===== config.mk =====
export PLATFORM = sky130hd
export DESIGN_NAME = power_fsm
export DESIGN_NICKNAME = d
export VERILOG_FILES = /design/src/rtl/power_fsm_pkg.sv /design/src/rtl/power_idle_timer.sv /design/src/rtl/power_fsm.sv
export SDC_FILE = /design/constraint.sdc
export NUM_CORES = 1
export LEC_CHECK = 0
export ABC_AREA = 1
export CAP_MARGIN = 5
export CORE_AREA = 4 4 41 43
export CTS_CLUSTER_SIZE = 8
export DETAILED_ROUTE_END_ITERATION = 12
export DIE_AREA = 0 0 45 47
export PLACE_DENSITY_LB_ADDON = 0.3
export SLEW_MARGIN = 25
export SYNTH_ARGS = -nofsm -noshare
export SYNTH_HDL_FRONTEND = slang
export SYNTH_HIERARCHICAL = 1
export SYNTH_SLANG_ARGS = --single-unit

===== constraint.sdc =====
create_clock -name clk -period 2.9 [get_ports clk]
set_clock_uncertainty 0.15 [all_clocks]
set_input_delay 0.58 -clock clk [delete_from_list [all_inputs] [get_ports clk]]
set_output_delay 0.58 -clock clk [all_outputs]
set_load 0.01 [all_outputs]

===== src/rtl/power_fsm_pkg.sv =====
// Shared encodings and helpers for the BLE power-mode controller.
// Optional auto-expiry of SLEEP is enabled with AUTO_DEEPSLEEP_EN.
package power_fsm_pkg;

  localparam logic [1:0] ST_SHUTDOWN  = 2'b00;
  localparam logic [1:0] ST_DEEPSLEEP = 2'b01;
  localparam logic [1:0] ST_SLEEP     = 2'b10;
  localparam logic [1:0] ST_ACTIVE    = 2'b11;

  typedef enum logic [1:0] {
    PS_SHUTDOWN  = ST_SHUTDOWN,
    PS_DEEPSLEEP = ST_DEEPSLEEP,
    PS_SLEEP     = ST_SLEEP,
    PS_ACTIVE    = ST_ACTIVE
  } power_state_e;

  // Bits needed to hold 0..lim-1, never less than one.
  function automatic int cnt_w(input int lim);
    return (lim < 2) ? 1 : $clog2(lim);
  endfunction

endpackage


===== src/rtl/power_idle_timer.sv =====
// Saturating cycle counter; done flags the last count before LIMIT.
// Used for both the ACTIVE idle count and the SLEEP dwell count.
module power_idle_timer
  import power_fsm_pkg::*;
#(
  parameter int LIMIT = 4,
  parameter int WIDTH = cnt_w(LIMIT)
) (
  input  logic clk,
  input  logic reset,
  input  logic i_inc,
  input  logic i_clr,
  output logic o_done
);

  localparam logic [WIDTH-1:0] LAST = WIDTH'(LIMIT - 1);
  localparam logic [WIDTH-1:0] ONE  = WIDTH'(1);

  logic [WIDTH-1:0] r_cnt;
  logic             w_done;

  assign w_done = (r_cnt == LAST);
  assign o_done = w_done;

  // Count up while enabled, hold at LAST, clear on request.
  always_ff @(posedge clk) begin
    if (reset || i_clr)
      r_cnt <= '0;
    else if (i_inc && !w_done)
      r_cnt <= r_cnt + ONE;
  end

endmodule


===== src/rtl/power_fsm.sv =====
// Always-on power-mode FSM: SHUTDOWN/DEEPSLEEP/SLEEP/ACTIVE.
// Define AUTO_DEEPSLEEP_EN to let SLEEP expire on its own.
module power_fsm
  import power_fsm_pkg::*;
#(
  parameter int IDLE_CYCLES   = 4,
  parameter int SLEEP_TIMEOUT = 16
) (
  input  logic       clk,
  input  logic       reset,
  input  logic       wakeup_event,
  input  logic       radio_request,
  input  logic       radio_idle,
  input  logic       cpu_idle,
  input  logic       timer_expired,
  input  logic       shutdown_cmd,
  output logic [1:0] power_state
);

  power_state_e r_state;
  logic         r_radio_busy;
  logic         w_idle;
  logic         w_idle_done;
  logic         w_idle_clr;
  logic         w_wake;
  logic         w_expiry;

  assign w_idle = cpu_idle & ~r_radio_busy & ~radio_request;
  assign w_wake = wakeup_event | radio_request;

  // Idle count restarts on any break in idleness or on leaving ACTIVE.
  assign w_idle_clr = (r_state != PS_ACTIVE) | ~w_idle
                    | shutdown_cmd | w_idle_done;

  power_idle_timer #(
    .LIMIT (IDLE_CYCLES)
  ) u_idle_cnt (
    .clk    (clk),
    .reset  (reset),
    .i_inc  (1'b1),
    .i_clr  (w_idle_clr),
    .o_done (w_idle_done)
  );

`ifdef AUTO_DEEPSLEEP_EN
  logic w_sleep_done;
  logic w_sleep_clr;

  // Dwell count restarts whenever SLEEP is left for any reason.
  assign w_sleep_clr = (r_state != PS_SLEEP) | shutdown_cmd
                     | w_wake | timer_expired | w_sleep_done;

  power_idle_timer #(
    .LIMIT (SLEEP_TIMEOUT)
  ) u_sleep_cnt (
    .clk    (clk),
    .reset  (reset),
    .i_inc  (1'b1),
    .i_clr  (w_sleep_clr),
    .o_done (w_sleep_done)
  );

  assign w_expiry = timer_expired | w_sleep_done;
`else
  assign w_expiry = timer_expired;
`endif

  // State register; shutdown overrides all wake sources.
  always_ff @(posedge clk) begin
    if (reset) begin
      r_state <= PS_DEEPSLEEP;
    end else if (shutdown_cmd) begin
      r_state <= PS_SHUTDOWN;
    end else begin
      case (r_state)
        PS_SHUTDOWN:
          if (wakeup_event) r_state <= PS_ACTIVE;
        PS_DEEPSLEEP:
          if (w_wake) r_state <= PS_ACTIVE;
        PS_SLEEP:
          if (w_wake)        r_state <= PS_ACTIVE;
          else if (w_expiry) r_state <= PS_DEEPSLEEP;
        PS_ACTIVE:
          if (w_idle && w_idle_done) r_state <= PS_SLEEP;
        default:
          r_state <= PS_DEEPSLEEP;
      endcase
    end
  end

  // Radio busy: request sets (wins over idle), shutdown clears.
  always_ff @(posedge clk) begin
    if (reset || shutdown_cmd)
      r_radio_busy <= 1'b0;
    else if (radio_request)
      r_radio_busy <= 1'b1;
    else if (radio_idle)
      r_radio_busy <= 1'b0;
  end

  assign power_state = r_state;

endmodule


==> qor.csv <==
metric,value,unit
Die H,47,um
placed cells,82,
post-CTS setup buffer count,0,
Worst-path clk slew,50,ps
CTS Hold Bufs,0,
Final min period,1940,ps
final setup margin,960,ps
initial antenna violation count,0,
hold path endpoint,u_idle_cnt/r_cnt[1]$_SDFFE_PP0P_,
H-tree levels,1,
CP Buf/Inv Count,1,
fin area,467,sq um
Synth top cells by count,"12 x inv_1, 12 x nand2_1, 11 x nor2_1, 6 x nand3_1, 5 x dfxtp_1",
Synth Instances,56,
Total Wirelength,670,um
"non-filler cells, final",86,
"Largest stage delay, worst path",570,ps
total global routing overflow,0,
leakage power,0.244,nW
instance count on the critical path,1,
slowest CP cell,clkdlybuf4s50_1,
Setup CP Type,flip-flop to output pin,
hold path cells,2,
Hold Crit Start,u_idle_cnt/r_cnt[1]$_SDFFE_PP0P_,
# setup viols final,0,
reg2reg path depth,6,
Final Net Count,81,
initial drt markers,2,
vias in the first global route,309,
TritonCTS clock tree,yes,
clock buffer depth,2,
Synth Cell Area,324,sq um
cell taking the most area after synthesis,dfxtp_1,
Setup crit end kind,output pin,
remaining antenna violation count,0,
maximum VDD drop,0.217,mV
Yosys reg bits,5,
"EDFF count, synth",0,
port buffer count,9,
Row Count,13,
FILL cells,149,
worst reg2reg setup slack,1680,ps
largest net degree at the start of global routing,6,
"Slew Viols, Final",0,
total power,185,uW
clock sinks,5,
CP Launch Type,flip-flop,
Placed Area,440,sq um
"Largest delay share family, worst path",buffers and inverters,
Required @ worst endpoint,2170,ps
antenna diode count,0,
Power per Cell Area,396,nW/um^2
Area contributors post-synth,"dfxtp_1 31%, inv_1 14%, nand2_1 14%",
drt pass-1 iters,3,
Netlist cell types,13,
setup TNS,0,ps
"Core Util, Final",0.359,
Reg area,100,sq um
Max-Cap Viols,0,
sequential area share after synthesis,0.309,
first-pass GRT wire length,1220,um
cts bufs inserted,3,
period utilization,0.669,
post-detail-place hpwl,552,um
Final Hold Viols,0,
drt wl/cell,7.79,um
die footprint,2120,sq um
outcome,"complete, no violations",
Area Overhead vs Synth,44.0,%
maximum clock frequency,515,MHz
worst r2r src,u_idle_cnt/r_cnt[0]$_SDFFE_PP0P_,
core region area,1300,sq um
layout cells sized above 1,0.0845,
total number of vias,340,
drt drc,0,
I/O Pins,10,
YS warnings,6,
Die W,45,um
DR vias/cell,3.95,
initial core utilization,0.249,
hold crit path type,flip-flop to flip-flop,
Total GRT Usage,0.0814,
GPL Wtd Cong,0.861,
pre-CTS WS,991,ps
CTS root buf,clkbuf_4,
most used flip-flop cell after synthesis,dfxtp_1,
Post-CTS Resized,0,
reg2reg end,u_idle_cnt/r_cnt[0]$_SDFFE_PP0P_,
syn avg cell area,5.79,sq um
final hold slack,337,ps
later-pin clock latency in the skew report,240,ps
RSZ-0062 raised after global routing,no,
crit-path cells,clkdlybuf4s50_1,
Arrival @ worst endpoint,1210,ps
footprint of the multi-input gates,183,sq um
ys async rst share,0,
Yosys top cell area share,0.309,
maximum fanout along the worst path,5,
## cell families after synthesis
group	after synthesis	share of synthesized area
other	1	0.0116
AND/OR/NAND/NOR	34	0.456
AO/OA/AOI/OAI	2	0.0347
flip-flops	5	0.309
adder cells (fa/ha/maj)	1	0.0386
buffers and inverters	13	0.151
## placed cells by master, fill, tap and decap left out, types with 2 or more instances in the layout
cell / n
nor2_1: 11
conb_1: 3
clkdlybuf4s50_1: 9
nor2_2: 2
nand3_1: 6
nand2_1: 12
inv_1: 12
clkbuf_4: 3
nand4_1: 2
dfxtp_1: 5
## power by group
group / switching, mW / internal [mW] / total [mW]
Clock: 0.0286 / 0.0520 / 0.0806
Combinational: 0.0135 / 0.0167 / 0.0302
Sequential: 0.00274 / 0.0715 / 0.0742
## layer usage
layer	vias up	track usage	wire length, um
met5	-	0	0
met1	135	0.0934	312
li1	196	-	-
met4	0	0.0702	12
met3	2	0.0230	63
met2	7	0.124	282
## how the worst max path moves through the flow
| stage | to | start | slack [ps] |
|---|---|---|---|
| floorplan | u_idle_cnt/r_cnt[0]$_SDFFE_PP0P_ | radio_request | 1570 |
| global placement | u_idle_cnt/r_cnt[0]$_SDFFE_PP0P_ | radio_request | 1000 |
| detailed placement | u_idle_cnt/r_cnt[0]$_SDFFE_PP0P_ | radio_request | 990 |
| CTS | power_state[0] | power_state[0]$_SDFFE_PP1P_ | 950 |
| global route | power_state[1] | power_state[1]$_SDFFE_PP0P_ | 920 |
| finish | power_state[0] | power_state[0]$_SDFFE_PP1P_ | 960 |
## state kept, by name (all words and copies together), names as in the netlist
register / count
power_state: 2
r_radio_busy: 1
u_idle_cnt/r_cnt: 2
## area by class of cell
type | instances | area share
inverter | 13 | 0.105
clock buffer | 4 | 0.0563
tap | 15 | 0.0402
sequential | 5 | 0.214
multi-input combinational | 40 | 0.391
timing repair buffer | 9 | 0.193
(Power assumes the default switching activity.)
